[src/rtl/issue_scoreboard.sv]
// Issue stage: one-entry holding register in front of execute, gated by a
// register-write scoreboard that blocks RAW/WAW hazards until writeback.
package UOP;
  typedef enum logic [3:0] {
    OP_NOP  = 4'd0,
    OP_ADD  = 4'd1,
    OP_SUB  = 4'd2,
    OP_AND  = 4'd3,
    OP_OR   = 4'd4,
    OP_XOR  = 4'd5,
    OP_ADDI = 4'd6,
    OP_LD   = 4'd7,
    OP_ST   = 4'd8,
    OP_BR   = 4'd9
  } op_t;

  typedef enum logic [1:0] {
    EX_NONE    = 2'd0,
    EX_DECODE  = 2'd1,
    EX_ILLEGAL = 2'd2
  } ex_t;

  typedef struct packed {
    op_t         op;
    ex_t         ex;
    logic [4:0]  rd;
    logic [4:0]  rs1;
    logic [4:0]  rs2;
    logic        immValid;
    logic [31:0] imm;
  } dec_t;
endpackage

module issue_scoreboard #(
  parameter int NUM_REGS = 32,
  localparam int RW = $clog2(NUM_REGS)
) (
  input  logic                clk,
  input  logic                rst,
  input  logic                flush,
  input  logic                inValid,
  output logic                inReady,
  input  UOP::dec_t           inDec,
  output logic                outValid,
  input  logic                outReady,
  output UOP::dec_t           outDec,
  input  logic                wbValid,
  input  logic [RW-1:0]       wbRd,
  output logic [NUM_REGS-1:0] busy
);
  logic      holdValid;
  UOP::dec_t hold;
  logic      tracked, raw1, raw2, waw, hazard, fire, accept;

  assign tracked = (hold.rd != '0) && (hold.op != UOP::OP_NOP) && (hold.ex == UOP::EX_NONE);
  assign raw1    = (hold.rs1 != '0) && busy[hold.rs1];
  assign raw2    = !hold.immValid && (hold.rs2 != '0) && busy[hold.rs2];
  assign waw     = tracked && busy[hold.rd];

  // Faulting ops wait for every older write to drain so the trap sees precise state.
  assign hazard   = (hold.ex != UOP::EX_NONE) ? (|busy) : (raw1 || raw2 || waw);
  assign outValid = holdValid && !flush && !hazard;
  assign fire     = outValid && outReady;
  assign inReady  = !holdValid || fire;
  assign accept   = inValid && inReady && !flush;
  assign outDec   = hold;

  always_ff @(posedge clk) begin
    if (rst) begin
      holdValid <= 1'b0;
      hold      <= '0;
    end else if (flush) begin
      holdValid <= 1'b0;
    end else if (accept) begin
      holdValid <= 1'b1;
      hold      <= inDec;
    end else if (fire) begin
      holdValid <= 1'b0;
    end
  end

  for (genvar n = 0; n < NUM_REGS; n++) begin : g_reg
    if (n == 0) begin : g_zero
      assign busy[n] = 1'b0;
    end else begin : g_bit
      logic b, set_n, clr_n;
      assign set_n = fire && tracked && (int'(hold.rd) == n);
      assign clr_n = wbValid && (int'(wbRd) == n);
      // Set beats clear: the issuing op is newer than the one writing back.
      always_ff @(posedge clk) begin
        if (rst)        b <= 1'b0;
        else if (set_n) b <= 1'b1;
        else if (clr_n) b <= 1'b0;
      end
      assign busy[n] = b;
    end
  end
endmodule

[config.mk]
export PLATFORM = sky130hd
export DESIGN_NAME = issue_scoreboard
export DESIGN_NICKNAME = d
export VERILOG_FILES = /design/src/rtl/issue_scoreboard.sv
export SDC_FILE = /design/constraint.sdc
export NUM_CORES = 1
export LEC_CHECK = 0
export CORE_MARGIN = 2
export CORE_UTILIZATION = 40
export DETAILED_ROUTE_END_ITERATION = 16
export PLACE_DENSITY = 0.69
export SLEW_MARGIN = 20
export SYNTH_ARGS = -nofsm -noshare
export SYNTH_HDL_FRONTEND = slang
export SYNTH_SLANG_ARGS = --single-unit
[constraint.sdc]
create_clock -name clk -period 3.6 [get_ports clk]
set_input_delay 0.72 -clock clk [delete_from_list [all_inputs] [get_ports clk]]
set_output_delay 0.72 -clock clk [all_outputs]
set_load 0.01 [all_outputs]
### Word-level counts from Yosys, hierarchy flattened

Cells that the tools add are included.

* output and inout bits: 88
* register bits: 86
* logic and storage cells: 298

* order comparisons: 3
* reduce and logical (&&, ||, !) cells: 122
* equality and inequality tests: 62
* bitwise logic cells: 1
* multiplexer cells: 71

Operator list (count)
* $eq A5 B5 Y1 const B: 32
* $eq A5 B4 Y1 const B: 16
* $logic_and A1 B1 Y1: 74
* $mux W1: 68
* $reduce_bool A2 Y1: 33
* $eq A5 B3 Y1 const B: 8
* $reduce_or A31 Y1: 1
* $eq A5 B2 Y1 const B: 4
* $lt A5 B6 Y1 const B: 3
* $bmux W1 S5: 3
* $reduce_bool A5 Y1: 3
* $eq A5 B1 Y1 const B: 2
* $logic_not A1 Y1: 4
* $reduce_bool A4 Y1: 1
* $logic_or A1 B1 Y1: 3
* $logic_not A2 Y1: 1
* $reduce_and A2 Y1: 1
* $reduce_or A2 Y1: 1
* $not A1 Y1: 1

### Logic depth before layout (Yosys ltp)

Gate-level depths: netlist of the first run.

* depth after elaboration: 13
* depth in mapped cells: 11

### Least setup slack after synthesis of the first run

No wires, ideal clock.

* path kind: reg-to-output
* start point: register hold, in the netlist outDec[43]
* end point: output outValid
* required time: 2880 ps
* stages on the path, launching flop included: 9
* setup slack: 381 ps
* arrival time: 2499 ps
* buffers on the path: 1
* cells stage by stage: dfxtp_1 > mux4_2 > nor2b_1 > or4_1 > o221ai_1 > and2_1 > buf_4 > a31oi_1 > nor3b_1

* cells in the longest elaborated chain, start to end: 8
* elaborated cells between the ends (all ways): 10
* those cells by class: 3 x mux; 7 x reduce/logical

RTL lines
* start, declared: RTL line 52 `UOP::dec_t hold;`
* start signal, assigned: RTL line 76 `hold <= inDec;`
* branches (longest 3 deep; another with $bmux W1 S5)
* $logic_and A1 B1 Y1 *: RTL line 58 `assign waw = tracked && busy[hold.rd];`
* $logic_or A1 B1 Y1 *: RTL line 61 `assign hazard = (hold.ex != UOP::EX_NONE) ? (|busy) : (raw1 || raw2 || waw);`
* $mux W1 *: RTL line 61
* $logic_not A1 Y1 *: RTL line 62 `assign outValid = holdValid && !flush && !hazard;`
* $logic_and A1 B1 Y1 *: RTL line 62
* end, declared: RTL line 44 `output logic outValid,`

Mark *: on every way between the ends. The select of a mux whose other input is x is not followed.

### Final worst setup path of the first run

* start point: register hold, in the netlist outDec[43]
* end point: output inReady

* cells in the longest elaborated chain, start to end: 10
* elaborated cells between the ends (all ways): 12
* those cells by class: 3 x mux; 9 x reduce/logical

RTL lines
* branches (longest 3 deep; another with $bmux W1 S5)
* $logic_and A1 B1 Y1 *: RTL line 58
* $logic_or A1 B1 Y1 *: RTL line 61
* $mux W1 *: RTL line 61
* $logic_not A1 Y1 *: RTL line 62
* $logic_and A1 B1 Y1 *: RTL line 62
* $logic_and A1 B1 Y1 *: RTL line 63 `assign fire = outValid && outReady;`
* $logic_or A1 B1 Y1 *: RTL line 64 `assign inReady = !holdValid || fire;`
* end, declared: RTL line 42 `output logic inReady,`

Marked as above.

==> results of run 1 <==
==> cell usage after synthesis, types with 2 or more instances <==
cell | number | area, um2
nand2b_1 | 110 | 688
dfxtp_1 | 86 | 1720
mux2i_1 | 64 | 641
buf_4 | 33 | 248
nand2_1 | 33 | 124
clkbuf_1 | 24 | 90.1
nand3b_1 | 23 | 173
o21ai_0 | 15 | 75.1
o31ai_1 | 15 | 113
mux4_2 | 14 | 315
nor2_1 | 13 | 48.8
o22ai_1 | 13 | 81.3
nor2b_1 | 10 | 62.6
nor4_1 | 10 | 62.6
nand3_1 | 7 | 35.0
nor3_1 | 7 | 35.0
o31ai_2 | 7 | 87.6
or2_2 | 7 | 43.8
buf_6 | 6 | 67.6
inv_1 | 6 | 22.5
nor3b_1 | 6 | 45.0
mux2_2 | 5 | 56.3
buf_2 | 4 | 20.0
a211o_1 | 3 | 26.3
a21oi_1 | 2 | 10.0
a311oi_1 | 2 | 17.5
a31oi_1 | 2 | 12.5
and2_1 | 2 | 12.5
and3b_1 | 2 | 17.5
buf_1 | 2 | 7.51
nand4_1 | 2 | 12.5
nand4b_1 | 2 | 17.5
o211ai_1 | 2 | 15.0
or3_1 | 2 | 12.5
==> logic make-up after synthesis <==
| logic type | after synthesis |
|---|---|
| flops | 86 |
| buf+inv | 75 |
| simple gates | 243 |
| compound gates | 72 |
| mux | 84 |
| other cells | 1 |
==> power by group through the flow <==
stage / combinational [mW] / clock [mW] / sequential, mW
detailed placement: 0.470 / 0 / 1.07
CTS: 0.473 / 0.988 / 1.05
finish: 0.470 / 0.969 / 1.05
global route: 0.507 / 1.03 / 1.05
floorplan: 0.242 / 0 / 1.07
global placement: 0.464 / 0 / 1.06
==> how the worst min path moves through the flow <==
stage	from	to	slack (ns)	cells past startpoint
finish	outDec[21]	outDec[21]	0.47	2
global route	outDec[29]	outDec[29]	0.50	2
CTS	outDec[5]	outDec[5]	0.48	2
detailed placement	outDec[1]	outDec[1]	0.47	2
global placement	outDec[5]	outDec[5]	0.46	2
floorplan	outDec[0]	outDec[0]	0.49	2
==> worst register-to-register path: stages (launching register included) <==
cell and delay (ns):
dfxtp_1 0.32, buf_4 0.16, nor4_1 0.30, nand2_1 0.10, nor4_1 0.54, a21boi_0 0.27
or3b_2 0.59, nand2_4 0.11, buf_4 0.33, mux2i_1 0.24
==> through the flow <==
stage	cell area, um2	worst slack (ns)	hold slack [ns]
2_1_floorplan	5210	0.381	0.493
3_3_place_gp	6680	0.0575	0.459
3_5_place_dp	6680	0.0511	0.466
4_1_cts	7000	0.0192	0.479
5_1_grt	7000	0.00425	0.498
6_report	7000	0.132	0.474
==> sequential cells by signal, summed over array words and instances (netlist names) <==
register	count
outDec	54
g.g_bit.b	31
holdValid	1
==> timing repair <==
action	CTS	global route
pin swaps	0	1
endpoints found under the setup margin	2	2
gates resized for setup	5	2
==> routing by layer <==
layer | global-route usage [%] | up-vias | wire length, um
met5 | 0 | - | 0
met4 | 8.66 | 0 | 404
met3 | 7.67 | 35 | 1570
met2 | 34.0 | 243 | 6920
met1 | 28.5 | 2176 | 6460
li1 | - | 2198 | -
==> area by class of cell <==
| cell class | count | area [um2] |
|---|---|---|
| clock buffer | 14 | 274 |
| fill | 1134 | 5670 |
| timing repair buffer | 171 | 1680 |
| inverter | 6 | 22.5 |
| tap | 172 | 215 |
| sequential | 86 | 1720 |
| clock inverter | 2 | 38.8 |
| multi-input combinational | 400 | 3050 |
==> results.yml, run 1 <==
pwr:
  p_switching_mw: 0.628
  switching_share_pct: 25.3
  clockPowerShare_pct: 39.0
  p_seq_share_pct: 42.1
  p_comb_share_pct: 18.9
  p_total_mw: 2.49
  leakage_nw: 2.41
  internal_power_mw: 1.86
  ir_drop_v: 0.000229
  powerDensity_nw_per_um2: 355
timing:
  min_period_over_period_pct: 96.3
  fmax_mhz: 288
  maxSlewHeadroom_pct: 52.5
  clock_skew_ns: 0.00739
  fin_crit_ns: 3.47
  hold_violations: 0
  tightest_slew_ns: 0.713
  slew_viol_final: 0
  setup_tns_ns: 0
  rsz0062_at_grt: "no"
  setup_viol_count_final: 0
setup_path:
  crit_cells: 8
  crit_arrival_ns: 2.75
  worst_setup_path_start_kind: "register"
  crit_path_cell_trace: "mux4_2, nor2b_1, or4_1, o221ai_2, and2_4, nand2_1, o21ai_0, dlygate4sd2_1"
  r2r_start: "g_reg[13].g_bit.b"
  cp-end-kind: "output pin"
  cp_slowest_cell: "or4_1"
  crit_type: "reg -> out"
  crit_buf_inv: 1
  worst_r2r_path_depth: 9
  endpoint: "inReady"
  crit_path_max_fanout: 3
  cp_slowest_stage_delay_ns: 0.53
  cp_top_family: "simple AND/OR/NAND/NOR gates"
  timing.rr.end: "outDec[47]"
  r2r_slack_ns: 0.55
  worstSetupStartpoint: "outDec[43]"
  required_ns: 2.88
yosys:
  syn-mean-instance-area_um2: 9.29
  synth_simple_gate_area_share_pct: 28.0
  synthesis.nets: 626
  synth_ff_type: "dfxtp_1"
  synth_compound_area_share_pct: 10.2
  async_flop_share_pct: 0
  synthMuxAreaShare_pct: 19.9
  ys_warn_count: 0
  yosysSeqAreaShare_pct: 33.0
  ys_types: 54
  synth_top_family_by_area: "simple AND/OR/NAND/NOR gates"
  synthCells: 561
  synth_xor_area_share_pct: 0
  synth-edff-count: 0
  syn-cell-area_um2: 5210
  ys_ff_latch: 86
  synth_fa_ha_area_share_pct: 0
cts:
  cts_buffers: 9
  cts_tree: "yes"
  clkLatencyLatePin_ns: 0.35
  post_cts_buffers: 0
  htreeDepth: 3
  clock-sinks: 86
  postCtsHoldBufs: 0
  clock_path_buffers: 2
  clk_pin_slew_ns: 0.06
  cts-root-buf: "clkbuf_16"
placement:
  dp.cells: 835
  globalplace.congestion: 0.882
  hpwl_mm: 11.3
  io_buffer_count: 151
routing:
  vias: 4652
  drt-total-wl_mm: 15.4
  ant_nets: 0
  via_per_inst: 5.47
  wl_per_cell_um: 18.0
  drt_iter0_drc: 377
  drc_errors: 0
  drt-pass1-iter-count: 11
cells_and_area:
  fin_cells: 851
  nNetsFinal: 739
  drive_above_1_share_pct: 11.0
  final_core_util_pct: 55.2
  syn_to_final_growth_pct: 34.3
  n_antenna_cell: 0
  layout_commonest_cell: "clkdlybuf4s50_1"
  final_cell_mix: "clkdlybuf4s50_1, nand2b_1, dfxtp_1"
floorplanning:
  die-area_um2: 14000
  die_w_um: 118
  rows: 41
  ioPinCount: 153
  fp.dieH_um: 118
  fp.coreArea_um2: 12700
  start_util_pct: 41.1
job:
  maxCapViolations: 0
global_routing:
  grt_pass1_vias: 4565
  grt_start_max_net_pins: 58
  grt_pass1_wl_mm: 24.5
  antenna_found_initial: 0
  overflow: 0
  grtUsageTotal_pct: 22.1
worst_hold_path:
  hold_path_class: "reg -> reg"
status:
  run_status: "complete, no violations"
No activity file was read; power rests on OpenSTA's default activity.
==> inputs of run 2 (changes only) <==
--- a/config.mk
+++ b/config.mk
@@ -8,7 +8,7 @@
 export CORE_MARGIN = 2
 export CORE_UTILIZATION = 40
 export DETAILED_ROUTE_END_ITERATION = 16
-export PLACE_DENSITY = 0.69
+export PLACE_DENSITY = 0.65
 export SLEW_MARGIN = 20
 export SYNTH_ARGS = -nofsm -noshare
 export SYNTH_HDL_FRONTEND = slang
==> run 2 against run 1 <==
Clock skew about the same. Final cell count increased by 0.47%. Worst setup slack got worse by 0.011 ns. Via count increased by 0.77%. Sequential power about the same. Final area increased by 0.73%. Sequential share of layout area decreased by 0.18 points. Combinational power increased by 1%. Critical path depth unchanged. Critical endpoint is now outValid.
==> results.yml, run 2 (synthesis gave the netlist of run 1 again) <==
timing:
  clock_skew_ns: 0.00736
  maxSlewHeadroom_pct: 60.4
  setup_tns_ns: 0
  fin_crit_ns: 3.48
  rsz0062_at_grt: "no"
  fmax_mhz: 287
  slew_viol_final: 0
  setup_viol_count_final: 0
  hold_violations: 0
  tightest_slew_ns: 0.593
  min_period_over_period_pct: 96.6
floorplanning:
  start_util_pct: 41.1
  fp.coreArea_um2: 12700
  fp.dieH_um: 118
  die-area_um2: 14000
  rows: 41
  ioPinCount: 153
  die_w_um: 118
cts:
  clock-sinks: 86
  clkLatencyLatePin_ns: 0.35
  cts_buffers: 9
  post_cts_buffers: 0
  clk_pin_slew_ns: 0.06
  cts_tree: "yes"
  clock_path_buffers: 2
  htreeDepth: 3
  cts-root-buf: "clkbuf_16"
global_routing:
  met2_usage_pct: 35.4
  top_usage_layer: "met2"
  antenna_found_initial: 0
  grt_start_max_net_pins: 148
  overflow: 0
  grt_pass1_vias: 4695
  use_met3_pct: 8.35
  grt_pass1_wl_mm: 24.9
  grtUsageTotal_pct: 22.6
  grtUsageMet1_pct: 27.2
cells_and_area:
  nNetsFinal: 743
  final_cell_area_um2: 7050
  n_antenna_cell: 0
  syn_to_final_growth_pct: 35.2
  layout_commonest_cell: "clkdlybuf4s50_1"
  final_cell_mix: "clkdlybuf4s50_1, nand2b_1, dfxtp_1"
  drive_above_1_share_pct: 11.9
  largest_reg_flops: 54
  final_core_util_pct: 55.6
routing:
  drt_iter0_drc: 326
  drt-pass1-iter-count: 5
  drt-total-wl_mm: 15.7
  drc_errors: 0
  ant_nets: 0
  vias: 4688
  via_per_inst: 5.48
  wl_per_cell_um: 18.4
setup_path:
  cp_top_family: "simple AND/OR/NAND/NOR gates"
  crit_cells: 8
  required_ns: 2.88
  worst_r2r_path_depth: 9
  crit_path_cell_trace: "mux4_2, nor2b_1, or4_1, o221ai_2, and2_4, a31oi_1, nor3b_1, clkbuf_2"
  crit_path_max_fanout: 3
  crit_arrival_ns: 2.76
  crit_type: "reg -> out"
  cp-end-kind: "output pin"
  worst_setup_path_start_kind: "register"
  cp_slowest_stage_delay_ns: 0.52
  cp_slowest_cell: "or4_1"
  crit_buf_inv: 1
worst_hold_path:
  hold_path_class: "reg -> reg"
  holdPathStages: 2
placement:
  globalplace.congestion: 0.914
  hpwl_mm: 11.4
  place_area_um2: 6690
  io_buffer_count: 151
pwr:
  powerDensity_nw_per_um2: 360
  leakage_nw: 2.44
  ir_drop_v: 0.000207
status:
  run_status: "complete, no violations"
job:
  maxCapViolations: 0
==> run 2: changes by cell type in the layout (fill, tap and decap cells not counted), moves of 2 or more <==
| cell | change |
|---|---|
| buf_4 | +5 |
| clkinv_2 | +2 |
| clkbuf_1 | -2 |
| clkinvlp_4 | +2 |
| clkbuf_8 | -2 |
==> run 2: per-layer routing <==
layer  share of wire, %  wire [um]  vias to the layer above
li1                   -          -                     2199
met1                 40       6310                     2188
met2                 46       7160                      253
met3                 11       1760                       48
met4                3.2        503                        0
met5                  0          0                        -
==> run 2: worst reg2reg max path: cells and delay by family, from the launching register on <==
kind            cells  cell delay, ns
simple gates        5            1.66
compound gates      1            0.12
mux                 1            0.21
flops               1            0.40
buf+inv             2            0.47
==> run 2: power breakdown <==
part / internal [mW] / total [mW] / switching [mW]
clock: 0.624 / 1.01 / 0.389
sequential: 0.998 / 1.04 / 0.0462
combinational: 0.267 / 0.477 / 0.210
==> run 2: repair_timing <==
action                     4_1_cts  5_1_grt
resized for setup                6        2
hold buffers                     0        0
pin swaps                        0        1
hold endpoints to repair         0        0
setup endpoints to repair        2        2
==> run 2: metrics by stage <==
stage	total power, mW	worst slack (ns)	hold WS [ns]	cells
after CTS	2.56	0.0116	0.477	854
after global routing	2.63	0.0123	0.497	855
after detailed placement	1.54	0.0363	0.464	838
final	2.53	0.122	0.473	855
after global placement	1.53	0.0420	0.457	838
after floorplan	1.31	0.381	0.493	561
==> run 2: cell type report <==
cell class,instances,area (um2)
timing repair buffer,175,1720
tap,172,215
clock inverter,6,85.1
sequential,86,1720
multi-input combinational,400,3050
inverter,6,22.5
clock buffer,10,239
fill,1170,5620
==> run 2: final timing paths <==
check,startpoint,to,slack (ns)
max,outDec[43],outValid,0.12
max reg2reg,g_reg[23].g_bit.b,outDec[2],0.66
min,outDec[0],outDec[0],0.47
min reg2reg,outDec[0],outDec[0],0.47
